--- src/rtl/io_input_port.sv ---
// Debounced switch/button input port with sticky button-press flags and a press counter.
// Processor-visible registers: 0 switches, 1 buttons, 2 press flags (RC/W1C), 3 press count.
module io_input_port #(
  parameter int unsigned DEBOUNCE_CYCLES = 50000
) (
  input  logic        CLK,
  input  logic        RESET_N,
  input  logic [7:0]  SW,
  input  logic [3:0]  BTN,
  input  logic [3:0]  IOAddr,
  input  logic        IOReadEn,
  input  logic        IOWriteEn,
  input  logic [31:0] IOWriteData,
  output logic [31:0] IOReadData
);

  localparam int          NB = 12;
  localparam logic [15:0] TC = 16'(DEBOUNCE_CYCLES - 1);

  logic [NB-1:0] sync_1, sync_2, level, level_nxt;
  logic [15:0]   db_count     [NB];
  logic [15:0]   db_count_nxt [NB];
  logic [3:0]    btn_event, btn_rise, ev_clear;
  logic [15:0]   event_count;
  logic [2:0]    rise_cnt;
  logic          unused_wdata;

  assign unused_wdata = ^IOWriteData[31:4];

  // Buttons occupy bits 11:8 so one debouncer loop covers every input.
  always_ff @(posedge CLK or negedge RESET_N) begin
    if (!RESET_N) begin
      sync_1 <= '0;
      sync_2 <= '0;
    end else begin
      sync_1 <= {BTN, SW};
      sync_2 <= sync_1;
    end
  end

  always_comb begin
    level_nxt = level;
    for (int i = 0; i < NB; i++) begin
      db_count_nxt[i] = '0;
      if (sync_2[i] != level[i]) begin
        if (db_count[i] == TC) level_nxt[i] = sync_2[i];
        else                   db_count_nxt[i] = db_count[i] + 16'd1;
      end
    end
  end

  always_ff @(posedge CLK or negedge RESET_N) begin
    if (!RESET_N) begin
      level <= '0;
      for (int i = 0; i < NB; i++) db_count[i] <= '0;
    end else begin
      level <= level_nxt;
      for (int i = 0; i < NB; i++) db_count[i] <= db_count_nxt[i];
    end
  end

  assign btn_rise = level_nxt[11:8] & ~level[11:8];
  assign rise_cnt = {2'b0, btn_rise[0]} + {2'b0, btn_rise[1]} +
                    {2'b0, btn_rise[2]} + {2'b0, btn_rise[3]};

  // Read clears only flags visible this cycle; a same-cycle rise still wins.
  always_comb begin
    ev_clear = '0;
    if (IOReadEn  && IOAddr == 4'd2) ev_clear = ev_clear | btn_event;
    if (IOWriteEn && IOAddr == 4'd2) ev_clear = ev_clear | IOWriteData[3:0];
  end

  always_ff @(posedge CLK or negedge RESET_N) begin
    if (!RESET_N) begin
      btn_event   <= '0;
      event_count <= '0;
    end else begin
      btn_event <= (btn_event & ~ev_clear) | btn_rise;
      if (IOWriteEn && IOAddr == 4'd3) event_count <= {13'b0, rise_cnt};
      else                             event_count <= event_count + {13'b0, rise_cnt};
    end
  end

  always_comb begin
    IOReadData = '0;
    case (IOAddr)
      4'd0:    IOReadData = {24'b0, level[7:0]};
      4'd1:    IOReadData = {28'b0, level[11:8]};
      4'd2:    IOReadData = {28'b0, btn_event};
      4'd3:    IOReadData = {16'b0, event_count};
      default: IOReadData = '0;
    endcase
  end

endmodule

--- config.mk ---
export PLATFORM = sky130hd
export DESIGN_NAME = io_input_port
export DESIGN_NICKNAME = d
export VERILOG_FILES = /design/src/rtl/io_input_port.sv
export SDC_FILE = /design/constraint.sdc
export NUM_CORES = 1
export LEC_CHECK = 0
export ABC_AREA = 1
export BUFFER_PORTS_ARGS = -buffer_cell sky130_fd_sc_hd__buf_2
export CORE_MARGIN = 10
export CORE_UTILIZATION = 65
export DETAILED_ROUTE_END_ITERATION = 12
export PLACE_DENSITY = 0.95
export SYNTH_ARGS = -nofsm -noshare
export SYNTH_HDL_FRONTEND = slang
export SYNTH_SLANG_ARGS = --single-unit
--- constraint.sdc ---
create_clock -name CLK -period 8.34 [get_ports CLK]
set_clock_uncertainty 0.1 [all_clocks]
set_input_delay 2.502 -clock CLK [delete_from_list [all_inputs] [get_ports CLK]]
set_output_delay 2.502 -clock CLK [all_outputs]
set_load 0.02 [all_outputs]
# Yosys cells after proc, flatten, opt, wreduce, memory -nomap -nowiden

Cells that the tools add are included.

Word-level logic and storage cells: 122
Output and inout bits: 32
Flip-flop bits (word level): 248

Equality and inequality tests: 27
Bitwise logic cells: 6
Multiplexer cells: 36
Reductions and logical operators: 12
Add/subtract/negate cells: 16

Operator list:

| cell                  | number |
|---|---|
| $mux 16               | 25 |
| $add 16x1->16 const B | 12 |
| $eq 16x16->1 const B  | 12 |
| $pmux 16 s4           | 1 |
| $add 16x3->16         | 1 |
| $reduce_and 2->1      | 8 |
| $ne 1x1->1            | 12 |
| $and 4x4->4           | 2 |
| $eq 4x2->1 const B    | 2 |
| $mux 1                | 8 |
| $mux 4                | 2 |
| $not 4->4             | 2 |
| $or 4x4->4            | 2 |
| $eq 4x1->1 const B    | 1 |
| $logic_not 4->1       | 1 |
| $add 2x1->3           | 1 |
| $add 3x1->3           | 1 |
| $logic_and 1x1->1     | 3 |
| $add 1x1->2           | 1 |

# Logic depth before layout (Yosys ltp)

Gate-level depths: netlist of run 1.

Depth in word-level cells: 9
Gate-level depth with buffers: 18
Gate-level depth less buffers: 18

# Least setup slack after synthesis of run 1

OpenSTA, ideal clock, no wires.

Kind: input -> output
Start: in IOAddr[3]
End: out IOReadData[4]
Cell stages on the path: 4
Buffers on the path: 1
Required time: 5,738 ps
Setup slack: 2,267 ps
Data arrival time: 3,471 ps
Cells stage by stage: nor2_2 > nand3_2 > clkbuf_1 > o21ai_0

Word-level cells in the longest chain between the ends: 2

RTL lines:

| item                               | line | source |
|---|---|---|
| start, declared                    | 10   | `input logic [3:0] IOAddr,` |
| $eq 4x2->1 (tied with other cells) | 86   | `case (IOAddr)` |
| $pmux 16 s4 (*)                    | 86   |  |
| end, declared                      | 14   | `output logic [31:0] IOReadData` |

Mark *: on every way between the ends. The rest lies on a longest branch, timed or not.

# Final worst setup path of run 1

Start: in IOAddr[3]
End: out IOReadData[2]

The elaborated chain is that of the path after synthesis.

==> run_results.csv, run 1 <==
group,metric,value,unit
setup_path,max_stage_delay,0.58,ns
sta,hold_violations,0,
finish,regArea,0.006206,sq mm
drt,drt_iter0_markers,945,
drt,viasPerCell,5.449,
setup_path,slowest_stage,"nor3_1",
yosys,synth_edf_count,0,
drt,vias,11900,
sta,setup_tns,0,ns
yosys,syn_avg_cell_area,7.416,sq um
cts,htree_levels,1,
grt,grt_usage,23.23,%
setup_path,crit_path_end_kind,"output port",
sta,rsz0062_at_grt,"no",
setup_path,critical_path_class,"in -> out",
setup_path,cp.depth,7,
cts,ctsRootBufferMaster,"clkbuf_16",
floorplan,die_y,164.6,um
floorplan,row_count,52,
sta,worst_slew_pin_slew,0.8887,ns
grt,grt_max_degree,109,
cts,numClockSinks,248,
setup_path,required,5.74,ns
setup_path,crit_path_start_kind,"input port",
yosys,synth_seq_cells,248,
drt,route.met2.wl,15.10,mm
yosys,synthCells,1832,
placed_design,place_hpwl,22.35,mm
setup_path,cp_max_fo,4,
sta,slew-limit-headroom,40.75,%
floorplan,core,0.02043,sq mm
placed_design,placed_area,0.01406,sq mm
cts,cts_setup_buffers,0,
finish,layout-drive-gt1-share,9.770,%
cts,cts.clk_slew.worst_paths,0.05,ns
sta,fmaxAchievable,151.7,MHz
floorplan,io_pins,84,
drt,wl_met1,13.26,mm
finish,antenna_cells,0,
grt,grt_overflow,0,
setup_path,worstPathArrival,3.99,ns
drt,wire_per_inst,14.23,um
drt,firstDrtPassIters,5,
drt,highest_layer,"met4",
grt,first_global_vias,11540,
yosys,synth.distinct_cells,38,
power,cellPowerDensity,169.6,mW/mm^2
yosys,netlist_area,0.01359,sq mm
setup_path,crit_chain,"buf_2 -> nor2_2 -> inv_1 -> nor3_1 -> nand2_1 -> nand4_1 -> buf_2",
yosys,yosys_warnings,0,
cts,postCtsHoldBufs,0,
sta,slew_viol_final,0,
finish,area_growth,9.754,%
placed_design,gp_congestion,0.9165,
yosys,yosys_most_used_dff,"dfrtp_1",
finish,fill_cells,1519,
floorplan,start_util,66.50,%
drt,dr_wl_met3,1.855,mm
worst_hold_path,worstHoldPathType,"reg -> reg",
cts,cts_tree,"done",
power,vdd_drop_max,0.0002019,V
sta,setup_viol,0,
cts,clockBufferDepth,3,
setup_path,worstPathBufferInverterCount,3,
finish,fin_area,0.01491,sq mm
yosys,async_flop_share,100.0,%
setup_path,rr_worst_depth,17,
floorplan,die-area,0.02708,sq mm
sta,fin_crit_sh,79.02,%
setup_path,crit_top_cell,"buf_2",
cts,cts-resized-gates,0,
worst_hold_path,min_path_cells,0,
drt,routed_wirelength,31.08,mm
grt,grt_pass1_wl,53.30,mm
finish,multi_input_area,0.006460,sq mm
floorplan,die_x,164.6,um
job,maxCapViolations,0,
drt,ant_nets,0,
sta,fin_crit,6.590,ns
cts,cts_buffers,27,
finish,nets,1969,
cts,clkLatencyLatePin,0.54,ns
drt,drc,0,
placed_design,io_buffer_count,39,
power,power_leakage,6.591,nW
yosys,ys_seq_area_share,45.68,%
outcome,outcome,"finished, final reports clean",
grt,antenna_found_initial,0,
setup_path,cp_top_family,"simple AND/OR/NAND/NOR gates",
[kinds of logic (layout without fill, tap and decap cells)]
| family | Yosys count | count (layout) | share of synthesized area, % |
|---|---|---|---|
| AOI/OAI and AO/OA | 81 | 81 | 3.316 |
| xor gates and xnor gates | 59 | 59 | 4.135 |
| adders and majority gates | 19 | 19 | 1.860 |
| buffers and inverters | 241 | 308 | 7.184 |
| DFF | 248 | 248 | 45.68 |
| other | 1 | 16 | 0.02760 |
| and+or+nand+nor | 1183 | 1183 | 37.80 |
[area by class of cell]
cell class                 instances  area share [%]
multi-input combinational       1358           43.32
sequential                       248           41.62
inverter                         222           5.589
clock buffer                      39           5.303
tap                              270           2.266
timing repair buffer              41           1.477
clock inverter                     6          0.4196
[worst paths after layout]
check | startpoint | end | slack, ns
setup / recovery | IOAddr[3] | IOReadData[2] | 1.75
hold / removal | sync_1[4] | sync_2[4] | 0.25
setup reg to reg | db_count[48] | event_count[8] | 4.56
hold reg to reg | sync_1[4] | sync_2[4] | 0.25
max in group asynchronous | RESET_N | sync_2[4] | 4.79
min in group asynchronous | RESET_N | db_count[108] | 1.91
[registers in the layout (all words and copies together) (netlist names)]
signal,cells
btn_event,4
db_count,192
sync_2,12
event_count,16
sync_1,12
level,12
[synth_stat cells, types with 18 or more instances]
library cell    n  share of area (%)
a21oi_1        45                1.7
nor2_2         30                1.4
nand2_2        18               0.83
nand4_1        39                1.8
nand2_1       429                 12
nor3_1         65                2.4
nor2_1        426                 12
o21ai_0        19               0.70
nand3_1       129                4.8
xor2_1         36                2.3
dfrtp_1       248                 46
inv_1         205                5.7
[worst reg2reg max path, cell delays in order, from the launching register on]
cell	delay, ns
dfrtp_1	0.41
ha_1	0.22
nand3_2	0.14
nor2_1	0.26
nand3_1	0.14
nor2_1	0.18
fa_1	0.45
ha_1	0.19
ha_1	0.32
inv_1	0.08
fa_1	0.43
inv_1	0.09
nand2_1	0.07
nand2_1	0.12
nor3b_1	0.25
nand2_1	0.09
nand2_1	0.08
nor2_1	0.04
[metrics by stage]
stage	hold WS (ns)	setup WS, ns	power (W)	util, %	instances
CTS	0.2497	1.794	0.002544	72.99	2184
finish	0.2501	1.750	0.002529	72.99	2184
global route	0.2562	1.708	0.002614	72.99	2184
floorplan	0.2312	2.267	0.001341	-	1847
detailed placement	0.2371	1.800	0.001391	68.81	2139
global placement	0.2315	1.892	0.001383	68.81	2139
[metal layers]
metal	track usage (%)	up-vias
li1	-	5857
met1	30.20	5573
met2	39.47	389
met3	3.336	81
met4	7.166	0
met5	0	-
[power breakdown]
group / internal (W) / total, W / leakage, nW / switching [W]
sequential: 0.00123 / 0.00126 / 3.37 / 0.0000255
combinational: 0.0000321 / 0.000115 / 2.79 / 0.0000834
clock: 0.000683 / 0.00116 / 0.424 / 0.000474
[cell usage in the layout, fill, tap and decap left out, drive strengths merged, types with 2 or more instances in the layout]
cell type / n
nand4: 39
buf: 41
xor2: 41
nand3b: 4
or2: 9
nor2: 459
nor3: 79
xnor2: 18
ha: 17
o21bai: 4
clkbuf: 39
dfrtp: 248
and2: 3
o21ai: 25
clkinv: 7
inv: 220
conb: 16
nand3: 137
nor3b: 5
nand2: 447
fa: 2
a21oi: 51
No activity file was read; power rests on OpenSTA's default activity.
==> inputs of run 2 (changes only) <==
--- a/config.mk
+++ b/config.mk
@@ -8,9 +8,9 @@
 export ABC_AREA = 1
 export BUFFER_PORTS_ARGS = -buffer_cell sky130_fd_sc_hd__buf_2
 export CORE_MARGIN = 10
-export CORE_UTILIZATION = 65
+export CORE_UTILIZATION = 56
 export DETAILED_ROUTE_END_ITERATION = 12
-export PLACE_DENSITY = 0.95
+export PLACE_DENSITY = 0.89
 export SYNTH_ARGS = -nofsm -noshare
 export SYNTH_HDL_FRONTEND = slang
 export SYNTH_SLANG_ARGS = --single-unit
==> constraint.sdc (replaced) <==
create_clock -name CLK -period 6.04 [get_ports CLK]
set_clock_uncertainty 0.1 [all_clocks]
set_input_delay 1.812 -clock CLK [delete_from_list [all_inputs] [get_ports CLK]]
set_output_delay 1.812 -clock CLK [all_outputs]
set_load 0.02 [all_outputs]
==> run 2 against run 1 <==
Against the previous run: routed wire length fell by 2.5%; largest cell class unchanged; highest routed layer unchanged; sequential power rose by 37%; first-iteration DRC count down 5.3%.
==> run_results.csv, run 2 (same netlist as run 1, synthesis figures left out) <==
group,metric,value,unit
finish,top_register,"db_count",
placed_design,place_hpwl,21.51,mm
setup_path,critical_path_class,"in -> out",
sta,hold_violations,0,
setup_path,cp.depth,7,
drt,wire_per_inst,13.55,um
grt,grt_overflow,0,
drt,firstDrtPassIters,8,
sta,setup_tns,0,ns
cts,clkLatencyLatePin,0.54,ns
power,power.share.switching,23.04,%
drt,ant_nets,0,
drt,viasPerCell,5.272,
placed_design,placed_area,0.01413,sq mm
sta,fmaxAchievable,192.3,MHz
grt,grt_pass1_wl,52.36,mm
finish,final_common_cell,"nand2_1",
job,maxCapViolations,0,
power,pwr-share-comb,4.4,%
placed_design,post-place-ws,0.8502,ns
cts,cts_buffers,27,
drt,drt_iter0_markers,895,
cts,ctsRootBufferMaster,"clkbuf_16",
finish,layout-drive-gt1-share,10.02,%
finish,largest_reg_flops,192,
cts,cts-resized-gates,0,
setup_path,required,4.13,ns
grt,grt_usage,19.54,%
power,cellPowerDensity,238.3,mW/mm^2
floorplan,core,0.02368,sq mm
grt,first_global_vias,11400,
setup_path,max_stage_delay,0.51,ns
finish,area_growth,10.69,%
sta,rsz0062_at_grt,"no",
power,power_leakage,6.619,nW
power,p_seq_share,48.3,%
cts,cts_setup_buffers,0,
power,p_sw,0.0008258,W
power,pwr-share-clk,47.3,%
floorplan,die_x,175.8,um
cts,numClockSinks,248,
drt,drc,0,
setup_path,crit_top_cell,"buf_2",
placed_design,io_buffer_count,39,
floorplan,die_y,175.8,um
sta,slew-limit-headroom,32.86,%
cts,htree_levels,1,
finish,top_regs,"db_count: 192 flops, event_count: 16 flops",
setup_path,worstPathArrival,3.29,ns
finish,mostFrequentLayoutCells,"429 x nand2_1, 426 x nor2_1, 248 x dfrtp_1",
finish,antenna_cells,0,
setup_path,rr_worst_depth,16,
cts,postCtsHoldBufs,0,
sta,fin_crit_sh,86.10,%
setup_path,cp_top_family,"simple AND/OR/NAND/NOR gates",
drt,routed_wirelength,30.30,mm
sta,fin_crit,5.201,ns
cts,clockBufferDepth,3,
floorplan,die-area,0.03089,sq mm
floorplan,io_pins,84,
sta,worst_slack,0.8395,ns
sta,slew_viol_final,0,
worst_hold_path,worstHoldPathType,"reg -> reg",
drt,vias,11790,
sta,worst_slew_pin_slew,1.007,ns
setup_path,slowest_stage,"nor3_2",
setup_path,crit_chain,"buf_2 -> nor2_2 -> inv_1 -> nor3_2 -> nand2_1 -> o21ai_0 -> buf_2",
finish,fin_area,0.01504,sq mm
cts,cts.clk_slew.worst_paths,0.06,ns
grt,grt_max_degree,132,
outcome,outcome,"finished, final reports clean",
floorplan,start_util,57.36,%
setup_path,worstPathBufferInverterCount,3,
setup_path,crit_path_end_kind,"output port",
power,vdd_drop_max,0.0002560,V
finish,nets,1969,
power,finalPower,0.003584,W
grt,antenna_found_initial,0,
cts,cts_tree,"done",
setup_path,cp_max_fo,8,
sta,setup_viol,0,
floorplan,row_count,56,
setup_path,crit_path_start_kind,"input port",
placed_design,gp_congestion,0.9208,
worst_hold_path,min_path_cells,0,
power,intPower,0.002758,W
==> run 2: cell count changes in the layout (fill, tap and decap cells not counted), sizes merged <==
cell | previous run | this run
clkinvlp | 0 | 2
clkinv | 7 | 12
clkbuf | 39 | 32
bufinv | 1 | 4
==> run 2: area by class of cell <==
type	instances	area (sq um)
Clock buffer	32	714.4
Clock inverter	16	192.7
Fill cell	1974	8645
Inverter	222	833.3
Multi-Input combinational cell	1358	6460
Sequential cell	248	6206
Tap cell	319	399.1
Timing Repair Buffer	41	232.7
==> run 2: worst paths after layout <==
path                         startpoint         endpoint  slack [ns]
hold / removal                sync_1[2]        sync_2[2]        0.25
hold reg to reg               sync_1[2]        sync_2[2]        0.25
max in group asynchronous       RESET_N     db_count[48]        3.39
min in group asynchronous       RESET_N     db_count[91]        1.26
setup reg to reg           db_count[48]  event_count[12]        2.28
setup / recovery              IOAddr[3]    IOReadData[4]        0.84
==> run 2: metrics by stage <==
stage               hold WS [ns]  util [%]  cells
floorplan                 0.2312         -   1847
global placement          0.2344     59.67   2188
detailed placement        0.2358     59.67   2188
CTS                       0.2489     63.50   2236
global route              0.2526     63.50   2236
finish                    0.2478     63.50   2236
==> run 2: worst reg2reg max path, delay by kind of cell, from the launching register on <==
family	cells	cell delay (ns)
buffers and inverters	2	0.17
AND/OR/NAND/NOR	8	1.06
flip-flops	1	0.41
adder cells (fa/ha/maj)	5	1.63
AO/OA/AOI/OAI	1	0.29
==> run 2: metal layers <==
| layer | track usage (%) | wire, um |
|---|---|---|
| met4 | 5.864 | 654 |
| met5 | 0 | 0 |
| met1 | 24.70 | 13110 |
| met2 | 34.02 | 15100 |
| met3 | 2.681 | 1442 |
==> run 2: power groups by stage <==
stage | sequential [W] | combinational (W) | clock (W)
finish | 0.00173 | 0.000157 | 0.00170
global route | 0.00174 | 0.000180 | 0.00180
CTS | 0.00173 | 0.000160 | 0.00173
detailed placement | 0.00176 | 0.000158 | 0
global placement | 0.00176 | 0.000152 | 0
floorplan | 0.00175 | 0.0000986 | 0
==> inputs of run 3 (changes only) <==
--- a/config.mk
+++ b/config.mk
@@ -6,7 +6,7 @@
 export NUM_CORES = 1
 export LEC_CHECK = 0
 export ABC_AREA = 1
-export BUFFER_PORTS_ARGS = -buffer_cell sky130_fd_sc_hd__buf_2
+export BUFFER_PORTS_ARGS = -buffer_cell sky130_fd_sc_hd__buf_4
 export CORE_MARGIN = 10
 export CORE_UTILIZATION = 56
 export DETAILED_ROUTE_END_ITERATION = 12
==> run 3 against run 2 <==
Against the previous run: global-route usage fell by 0.50 points; sequential power barely moved; register-to-register slack improved by 0.02 ns; hold slack barely moved; critical path depth did not move; via count fell by 0.44%; non-clock buffer count did not move; largest power group is now the clock network; combinational power barely moved.
==> run_results.csv, run 3 (same netlist as run 1, synthesis figures left out) <==
group,metric,value,unit
outcome,outcome,"finished, final reports clean",
grt,first_global_vias,11310,
grt,grt_max_degree,129,
finish,largest_reg_flops,192,
setup_path,crit_path_start_kind,"input port",
grt,grt_overflow,0,
setup_path,worstPathBufferInverterCount,3,
grt,grt_util_met2,32.81,%
power,cellPowerDensity,242.4,mW/mm^2
setup_path,required,4.13,ns
finish,top_regs,"db_count: 192 flops, event_count: 16 flops",
finish,top_register,"db_count",
sta,fin_crit_sh,84.14,%
cts,cts_setup_buffers,0,
sta,slew-limit-headroom,53.98,%
sta,setup_tns,0,ns
setup_path,crit_chain,"buf_4 -> nor2_2 -> inv_1 -> nor3_2 -> nand2_1 -> nand4_1 -> buf_4",
finish,area_growth,11.91,%
drt,drc,0,
drt,drt_iter0_markers,768,
finish,layout-drive-gt1-share,9.963,%
cts,postCtsHoldBufs,0,
drt,firstDrtPassIters,6,
grt,antenna_found_initial,0,
worst_hold_path,worstHoldPathType,"reg -> reg",
power,finalPower,0.003685,W
floorplan,row_count,56,
setup_path,crit_path_end_kind,"output port",
setup_path,cp_max_fo,8,
drt,ant_nets,0,
grt,met1_usage,23.78,%
finish,final_common_cell,"nand2_1",
sta,rsz0062_at_grt,"no",
floorplan,core,0.02368,sq mm
grt,grt.met3_usage,3.067,%
setup_path,max_stage_delay,0.53,ns
floorplan,io_pins,84,
sta,fin_crit,5.082,ns
cts,numClockSinks,248,
placed_design,io_buffer_count,39,
finish,nets,1969,
finish,antenna_cells,0,
cts,clkLatencyLatePin,0.53,ns
cts,htree_levels,1,
drt,viasPerCell,5.249,
drt,vias,11740,
job,maxCapViolations,0,
cts,clockBufferDepth,3,
cts,cts.clk_slew.worst_paths,0.06,ns
cts,cts-resized-gates,0,
placed_design,dp_cells,2188,
floorplan,die_y,175.8,um
power,vdd_drop_max,0.0001993,V
sta,fmaxAchievable,196.8,MHz
sta,setup_viol,0,
placed_design,place_hpwl,21.11,mm
setup_path,worstPathArrival,3.17,ns
finish,fin_cells,2236,
cts,ctsRootBufferMaster,"clkbuf_16",
grt,gr-max-usage-layer,"met2",
cts,cts_buffers,27,
setup_path,crit_top_cell,"buf_4",
setup_path,slowest_stage,"nor3_2",
floorplan,die_x,175.8,um
sta,hold_violations,0,
drt,wire_per_inst,13.23,um
sta,worst_slew_pin_slew,0.6866,ns
power,power_leakage,6.666,nW
grt,grt_pass1_wl,51.00,mm
setup_path,cp_top_family,"simple AND/OR/NAND/NOR gates",
drt,routed_wirelength,29.58,mm
floorplan,start_util,57.36,%
floorplan,die-area,0.03089,sq mm
sta,slew_viol_final,0,
setup_path,critical_path_class,"in -> out",
cts,cts_tree,"done",
grt,grt_usage,19.04,%
placed_design,gp_congestion,0.9270,
finish,mostFrequentLayoutCells,"429 x nand2_1, 426 x nor2_1, 248 x dfrtp_1",
==> run 3: per-layer routing <==
layer | routed length, um | part of all wire [%] | vias to the layer above
li1 | - | - | 5870
met1 | 12570 | 43 | 5450
met2 | 14450 | 49 | 356
met3 | 1791 | 6.1 | 60
met4 | 760 | 2.6 | 0
met5 | 0 | 0 | -
==> run 3: final timing paths <==
kind	start	slack, ns	cells after the start	to
setup / recovery	IOAddr[3]	0.96	7	IOReadData[3]
hold / removal	sync_1[8]	0.25	0	sync_2[8]
setup reg to reg	db_count[48]	2.30	17	event_count[8]
hold reg to reg	sync_1[8]	0.25	0	sync_2[8]
max in group asynchronous	RESET_N	3.63	2	db_count[126]
min in group asynchronous	RESET_N	1.16	1	db_count[98]
==> run 3: final cells by class <==
cell class	count	area, sq um
clock buffers	39	800.8
clock inverters	9	176.4
fillers	1913	8479
inverters	222	833.3
multi-input cells	1358	6460
flip-flops and latches	248	6206
well taps	319	399.1
repair buffers	41	327.8
==> run 3: stage by stage <==
step                setup WS, ns  utilization [%]  area [sq um]  hold slack, ns
global route              0.9189            64.20         15200          0.2635
detailed placement        0.9981            60.07         14230          0.2355
CTS                        1.017            64.20         15200          0.2486
global placement           1.056            60.07         14230          0.2342
finish                    0.9578            64.20         15200          0.2475
floorplan                  1.347                -         13640          0.2312
==> run 3: where the power goes <==
group | switching (W) | internal [W] | total, W | leakage (nW)
combinational | 0.000111 | 0.0000495 | 0.000160 | 2.82
clock | 0.000664 | 0.00113 | 0.00179 | 0.478
sequential | 0.0000334 | 0.00170 | 0.00173 | 3.37
